==> src/rtl/wb_conmax_cfg_loader.sv <==
// Wishbone initiator that writes a 16-bit value table into the conmax register file.
// Optional read-back check is enabled by defining WB_CONMAX_CFG_VERIFY_EN.
module wb_conmax_cfg_loader #(
  parameter logic [3:0]  rf_addr = 4'hf,
  parameter int unsigned dw      = 32,
  parameter int unsigned aw      = 32,
  parameter int unsigned sw      = dw / 8,
  parameter int unsigned n_regs  = 16,
  parameter int unsigned max_rty = 3,
  parameter int unsigned tmo     = 255
) (
  input  logic          clk_i,
  input  logic          rst_i,
  input  logic          start_i,
  output logic          busy_o,
  output logic          done_o,
  output logic          fail_o,
  output logic [3:0]    fail_idx_o,
  output logic [3:0]    cfg_idx_o,
  input  logic [15:0]   cfg_data_i,
  output logic [dw-1:0] wb_data_o,
  input  logic [dw-1:0] wb_data_i,
  output logic [aw-1:0] wb_addr_o,
  output logic [sw-1:0] wb_sel_o,
  output logic          wb_we_o,
  output logic          wb_cyc_o,
  output logic          wb_stb_o,
  input  logic          wb_ack_i,
  input  logic          wb_err_i,
  input  logic          wb_rty_i
);

  localparam logic [3:0] LastIdx = 4'(n_regs - 1);
  localparam logic [7:0] TmoLast = 8'(tmo - 1);
  localparam logic [7:0] RtyMax  = 8'(max_rty);

  typedef enum logic [2:0] {
    StIdle,
    StLoad,
    StWr,
`ifdef WB_CONMAX_CFG_VERIFY_EN
    StRd,
    StChk,
`endif
    StFin
  } state_e;

  state_e        state_q;
  logic [3:0]    idx_q;
  logic [7:0]    rty_cnt_q;
  logic [7:0]    tmo_cnt_q;
  logic          busy_q, done_q, fail_q;
  logic [3:0]    fail_idx_q;
  logic          cyc_q, stb_q, we_q;
  logic [aw-1:0] addr_q;
  logic [dw-1:0] data_q;
  logic [sw-1:0] sel_q;
  logic [aw-1:0] addr_next;

`ifdef WB_CONMAX_CFG_VERIFY_EN
  logic          vrf_q;
  logic [dw-1:0] rd_q;
`else
  logic          unused_rd_data;
  assign unused_rd_data = ^wb_data_i;
`endif

  always_comb begin
    addr_next              = '0;
    addr_next[aw-5:aw-8]   = rf_addr;
    addr_next[5:2]         = idx_q;
  end

  always_ff @(posedge clk_i) begin
    if (rst_i) begin
      state_q    <= StIdle;
      idx_q      <= '0;
      rty_cnt_q  <= '0;
      tmo_cnt_q  <= '0;
      busy_q     <= 1'b0;
      done_q     <= 1'b0;
      fail_q     <= 1'b0;
      fail_idx_q <= '0;
      cyc_q      <= 1'b0;
      stb_q      <= 1'b0;
      we_q       <= 1'b0;
      addr_q     <= '0;
      data_q     <= '0;
      sel_q      <= '0;
`ifdef WB_CONMAX_CFG_VERIFY_EN
      vrf_q      <= 1'b0;
      rd_q       <= '0;
`endif
    end else begin
      done_q <= 1'b0;
      case (state_q)
        StIdle: begin
          if (start_i) begin
            idx_q     <= '0;
            rty_cnt_q <= '0;
            fail_q    <= 1'b0;
            busy_q    <= 1'b1;
`ifdef WB_CONMAX_CFG_VERIFY_EN
            vrf_q     <= 1'b0;
`endif
            state_q   <= StLoad;
          end
        end
        // One idle bus cycle before every access; the register file needs stb low between beats.
        StLoad: begin
          data_q    <= {{(dw-16){1'b0}}, cfg_data_i};
          addr_q    <= addr_next;
          sel_q     <= '1;
          tmo_cnt_q <= '0;
          cyc_q     <= 1'b1;
          stb_q     <= 1'b1;
`ifdef WB_CONMAX_CFG_VERIFY_EN
          we_q      <= ~vrf_q;
          state_q   <= vrf_q ? StRd : StWr;
`else
          we_q      <= 1'b1;
          state_q   <= StWr;
`endif
        end
`ifdef WB_CONMAX_CFG_VERIFY_EN
        StWr, StRd: begin
`else
        StWr: begin
`endif
          if (wb_err_i || (wb_rty_i && rty_cnt_q == RtyMax) ||
              (!wb_rty_i && !wb_ack_i && tmo_cnt_q == TmoLast)) begin
            cyc_q      <= 1'b0;
            stb_q      <= 1'b0;
            we_q       <= 1'b0;
            fail_q     <= 1'b1;
            fail_idx_q <= idx_q;
            state_q    <= StFin;
          end else if (wb_rty_i) begin
            cyc_q     <= 1'b0;
            stb_q     <= 1'b0;
            we_q      <= 1'b0;
            rty_cnt_q <= rty_cnt_q + 8'd1;
            state_q   <= StLoad;
          end else if (wb_ack_i) begin
            cyc_q <= 1'b0;
            stb_q <= 1'b0;
            we_q  <= 1'b0;
`ifdef WB_CONMAX_CFG_VERIFY_EN
            if (vrf_q) begin
              rd_q    <= wb_data_i;
              state_q <= StChk;
            end else if (idx_q == LastIdx) begin
              vrf_q     <= 1'b1;
              idx_q     <= '0;
              rty_cnt_q <= '0;
              state_q   <= StLoad;
            end else begin
              idx_q     <= idx_q + 4'd1;
              rty_cnt_q <= '0;
              state_q   <= StLoad;
            end
`else
            if (idx_q == LastIdx) begin
              state_q <= StFin;
            end else begin
              idx_q     <= idx_q + 4'd1;
              rty_cnt_q <= '0;
              state_q   <= StLoad;
            end
`endif
          end else begin
            tmo_cnt_q <= tmo_cnt_q + 8'd1;
          end
        end
`ifdef WB_CONMAX_CFG_VERIFY_EN
        StChk: begin
          if (rd_q[15:0] != cfg_data_i || rd_q[dw-1:16] != '0) begin
            fail_q     <= 1'b1;
            fail_idx_q <= idx_q;
            state_q    <= StFin;
          end else if (idx_q == LastIdx) begin
            state_q <= StFin;
          end else begin
            idx_q     <= idx_q + 4'd1;
            rty_cnt_q <= '0;
            state_q   <= StLoad;
          end
        end
`endif
        StFin: begin
          done_q  <= 1'b1;
          busy_q  <= 1'b0;
          state_q <= StIdle;
        end
        default: state_q <= StIdle;
      endcase
    end
  end

  assign busy_o     = busy_q;
  assign done_o     = done_q;
  assign fail_o     = fail_q;
  assign fail_idx_o = fail_idx_q;
  assign cfg_idx_o  = idx_q;
  assign wb_data_o  = data_q;
  assign wb_addr_o  = addr_q;
  assign wb_sel_o   = sel_q;
  assign wb_we_o    = we_q;
  assign wb_cyc_o   = cyc_q;
  assign wb_stb_o   = stb_q;

endmodule

==> config.mk <==
export PLATFORM = sky130hd
export DESIGN_NAME = wb_conmax_cfg_loader
export DESIGN_NICKNAME = d
export VERILOG_FILES = /design/src/rtl/wb_conmax_cfg_loader.sv
export SDC_FILE = /design/constraint.sdc
export NUM_CORES = 1
export LEC_CHECK = 0
export ABC_AREA = 1
export CORE_MARGIN = 2
export CORE_UTILIZATION = 46
export CTS_BUF_LIST = sky130_fd_sc_hd__clkbuf_4
export CTS_CLUSTER_DIAMETER = 50
export CTS_CLUSTER_SIZE = 30
export DETAILED_ROUTE_END_ITERATION = 10
export GPL_TIMING_DRIVEN = 0
export PLACE_DENSITY = 0.88
export SYNTH_ARGS = -nofsm -noshare
export SYNTH_HDL_FRONTEND = slang
export SYNTH_SLANG_ARGS = --single-unit
==> constraint.sdc <==
create_clock -name clk_i -period 3.3 [get_ports clk_i]
set_clock_uncertainty 0.15 [all_clocks]
set_input_delay 0.66 -clock clk_i [delete_from_list [all_inputs] [get_ports clk_i]]
set_output_delay 0.66 -clock clk_i [all_outputs]
set_load 0.005 [all_outputs]
After elaboration in Yosys (flattened, before gate mapping). Cells that the tools add are included.

Bits in registers: 53. Output and inout port bits: 82. Input port bits: 54.

Muxes and demuxes: 32. Equality and inequality tests: 16. Reduce and logical (&&, ||, !) cells: 19. Add/subtract/negate cells: 3.

Operator list (count): 8-bit 2-to-1 mux (8); 8-bit case mux with 2 select lines (2); 4-bit 2-to-1 mux (5); 8-bit by 1-bit adder with 8-bit output, second input constant (2); 2-bit inequality test, second input constant (7); 3-bit 2-to-1 mux (4); 3-bit case mux with 3 select lines (1); 8-bit by 2-bit equality test with 1-bit output, second input constant (1); 8-bit equality test, second input constant (1); 4-bit case mux with 2 select lines (1); 2-bit AND reduction (4); 1-bit 2-to-1 mux (7); 3-bit by 2-bit equality test with 1-bit output, second input constant (2); 3-bit inequality test, second input constant (2); 1-bit case mux with 2 select lines (3); 6-bit AND reduction (1); 2-bit nonzero test (3); 5-bit AND reduction (1); 4-bit by 1-bit adder with 4-bit output, second input constant (1); 4-bit equality test, second input constant (1); 4-bit inequality test, second input constant (1); 4-bit AND reduction (1); 3-bit by 1-bit equality test with 1-bit output, second input constant (1); 1-bit logical AND (3); other kinds (5) (7).

Depth between registers and ports, before layout.
Word-level depth: 6. Gate-level depth with buffers: 12.

Least setup slack after synthesis. No wires, ideal clock.

Path type: register -> register. Start point: reg state_q[0]. End point: reg tmo_cnt_q[0]. Data required time: 3036 ps. Cell stages (with the launch flop): 8. Data arrival time: 1520 ps. Setup time: 114 ps. Setup slack: 1516 ps. Cells stage by stage: dfxtp_1 inv_1 ha_1 buf_4 o21ai_2 nand3_4 a21oi_1 nor2_1.

Longest elaborated chain between the ends: 3.

RTL lines: start, declared (line 48) `state_e state_q;`; start signal, assigned (line 76) `state_q <= StIdle;`; start signal, assigned (line 106) `state_q <= StLoad;`; start signal, assigned (line 122) `state_q <= StWr;`; 3-bit by 2-bit equality test with 1-bit output or 3-bit by 1-bit equality test with 1-bit output (tied branches) (line 96) `case (state_q)`; 2-bit inequality test (no source line) or 2-bit nonzero test (tied branches); 4-bit AND reduction (no source line); end signal, assigned (line 172) `tmo_cnt_q <= tmo_cnt_q + 8'd1;`; end, declared (line 51) `logic [7:0] tmo_cnt_q;`.

Several ways; a longest one is shown, not always the timed one. A chain may end at the register's enable or synchronous reset.

==> flow_summary_export.csv <==
group,metric,value,unit
status,status,"completed",
sta,setup_ws,0.949,ns
yosys,synthAdderAreaFrac,3.79,%
clock_network,postCtsSetupBuffers,0,
global_routing,met2_usage,32.0,%
layout,layout_commonest_cell,"nor2_1",
die,rows,29,
clock_network,htreeDepth,2,
layout,fill_cells,566,
yosys,synth_seq_cells,51,
worst_setup_path,cpPeakStageDelay,0.51,ns
detailed_routing,ant_nets,0,
yosys,synthSimpleGateAreaFrac,29.0,%
worst_setup_path,cp.required,2.49,ns
global_routing,grt_overflow,0,
worst_setup_path,path_class,"reg -> out",
placement,portBuffers,62,
yosys,async_flop_share,0,%
yosys,yosysSeqAreaShare,34.4,%
worst_setup_path,slowest_stage,"dfxtp_1",
global_routing,antenna_found_initial,0,
layout,layout.cells.most_common_list,"68 x nor2_1, 62 x clkdlybuf4s50_1, 57 x nand2_1, 51 x dfxtp_1, 50 x buf_4",
placement,dp_cells,587,
sta,fmax,425,MHz
placement,place.gp.congestion,0.867,
power,vdd_drop_max,0.526,mV
sta,slew_headroom,61.0,%
die,initial_core_util,47.1,%
power,leakage,1.76,nW
yosys,yosys-top-cells-area,"dfxtp_1 34%, buf_4 13%, nor2_1 8.6%, nand2_1 7.2%, o21ai_0 4.9%",
detailed_routing,via_count,2857,
worst_setup_path,crit_family,"buffers and inverters",
global_routing,grt_pass1_vias,2556,
worst_setup_path,cp-end-kind,"output pin",
clock_network,clk_pin_slew,0.14,ns
worst_setup_path,cp-start-kind,"register",
layout,layoutNonFillerInstCount,594,
yosys,ys_types,36,
sta,setup-tns-final,0,ns
sta,tightest_slew,0.585,ns
detailed_routing,drt_iter0_drc,169,
yosys,yosysWarnings,0,
global_routing,grt_max_degree,16,
sta,whs,0.320,ns
layout,drive_above_1_share,17.6,%
yosys,avgSynthCellArea,7.27,um2
detailed_routing,wl,6800,um
worst_setup_path,cp_max_fo,9,
yosys,synth_top_cell_by_area,"dfxtp_1",
clock_network,cts_hold_buf,0,
yosys,ys.flop_type,"dfxtp_1",
die,io_pins,136,
sta,finalSetupViolCount,0,
job,maxCapViolations,0,
sta,finalCritPeriodShare,71.2,%
die,core_area,6310,um2
yosys,synth_top_area_share,34.4,%
global_routing,gr-usage-met3,6.10,%
die,die_h,84.4,um
placement,dpl_worst_slack,0.840,ns
worst_setup_path,path_buf_inv,2,
detailed_routing,detail_route.first_pass.iterations,5,
worst_setup_path,cp.arrival,1.54,ns
global_routing,grt_pass1_wl,11000,um
yosys,netlist_instances,409,
sta,slew_violations,0,
global_routing,grt.busiest_layer,"met2",
sta,hold_violations,0,
yosys,muxShareOfSynthArea,0,%
global_routing,grt_use_total,18.5,%
hold_path,hold_class,"reg -> reg",
layout,fin_nets,580,
clock_network,cts_tree,"done",
die,die_x,84.4,um
power,p_per_area,666,nW/um2
detailed_routing,avgViaCountPerCell,4.81,
yosys,synth_edf_count,0,
layout,utilization,61.9,%
die,die_area,7120,um2
global_routing,grt.met1_usage,21.3,%
clock_network,numCtsBuffers,5,
placement,dp_hpwl,5190,um
worst_setup_path,path_cells,"buf_4, clkdlybuf4s50_1",
yosys,synth_xor_area_share,0.295,%
layout,area_growth,31.6,%
detailed_routing,remaining_drc_errors,0,
yosys,synth_top_family_by_area,"simple AND/OR/NAND/NOR gates",
detailed_routing,wire_per_inst,11.5,um
yosys,synth_compound_area_share,13.1,%
clock_network,cts-root-buf,"clkbuf_4",
sta,period_minus_slack,2.35,ns
clock_network,clock_latency,0.38,ns
sta,grt_setup_unrepaired,"false",
clock_network,clock-sinks,51,
clock_network,clk_path_buf_depth,2,
yosys,syn_area,2970,um2
layout,diodes,0,
clock_network,cts.repair.resized,0,
==> final timing paths <==
check	from	to	depth (start not counted)	slack, ns
setup / recovery	wb_addr_o[24]$_SDFFE_PP0N_	wb_sel_o[3]	2	0.95
hold / removal	fail_o$_SDFFE_PP0P_	fail_o$_SDFFE_PP0P_	2	0.32
setup reg to reg	state_q[0]$_SDFFE_PP0P_	tmo_cnt_q[0]$_SDFFE_PP0P_	7	1.24
hold reg to reg	fail_o$_SDFFE_PP0P_	fail_o$_SDFFE_PP0P_	2	0.32
==> cell families after synthesis <==
family                     count (synthesis)
and+or+nand+nor                          181
buffers and inverters                     97
AOI/OAI and AO/OA                         69
DFF                                       51
adders and majority gates                  9
xor gates and xnor gates                   1
other                                      1
==> cell usage after synthesis, types with 2 or more instances <==
cell type  number
nand2_1        57
buf_2           3
o21ai_0        29
nor2_4          2
nor3_1          3
nand2_4         2
clkbuf_1        7
nand3_1        20
nand2_2         4
nand3_2         3
nand3b_1        3
buf_4          50
nor2_1         68
inv_2           5
ha_1            9
nand4_2         2
a21oi_2         3
nor2_2          3
inv_1          28
a211oi_1        2
nand3_4         2
a21oi_1        28
nand4_1        11
o21bai_1        3
dfxtp_1        51
==> registers in the layout, summed over array words and instances, names as in the netlist <==
register and cells:
cfg_idx_o 4, wb_we_o 1, done_o 1, fail_o 1
rty_cnt_q 8, wb_data_o 16, tmo_cnt_q 8, wb_addr_o 5
fail_idx_o 4, busy_o 1, state_q 2
==> final cells by class <==
cell class | count | area, um2 | area share [%]
Tap cell | 77 | 96.3 | 2.46
Timing Repair Buffer | 62 | 621 | 15.9
Buffer | 63 | 447 | 11.4
Inverter | 34 | 128 | 3.26
Sequential cell | 51 | 1020 | 26.1
Multi-Input combinational cell | 300 | 1520 | 38.9
Clock inverter | 2 | 37.5 | 0.960
Clock buffer | 5 | 37.5 | 0.960
==> tightest hold or removal path, delay by kind of cell, from the launching register on <==
| family | cells | cell delay [ns] |
|---|---|---|
| AO/OA/AOI/OAI | 1 | 0.05 |
| AND/OR/NAND/NOR | 1 | 0.06 |
| flip-flops | 1 | 0.33 |
==> layer usage <==
metal	vias to the layer above	share of wire [%]
li1	1453	-
met1	1283	41
met2	113	48
met3	8	9.5
met4	0	1.2
met5	-	0
==> per-stage QoR <==
step           cell area [um2]  power [mW]
2_1_floorplan             3120        1.72
3_3_place_gp              3830        2.21
3_5_place_dp              3830        2.26
4_1_cts                   3910        2.62
5_1_grt                   3910        2.80
6_report                  3910        2.60
==> where the power goes <==
group / switching, mW / total (mW) / internal, mW
Clock: 0.195 / 0.350 / 0.155
Combinational: 0.671 / 1.31 / 0.641
Sequential: 0.146 / 0.942 / 0.795
Total: 1.01 / 2.60 / 1.59
Note: power is estimated with default switching activity, not from simulation.
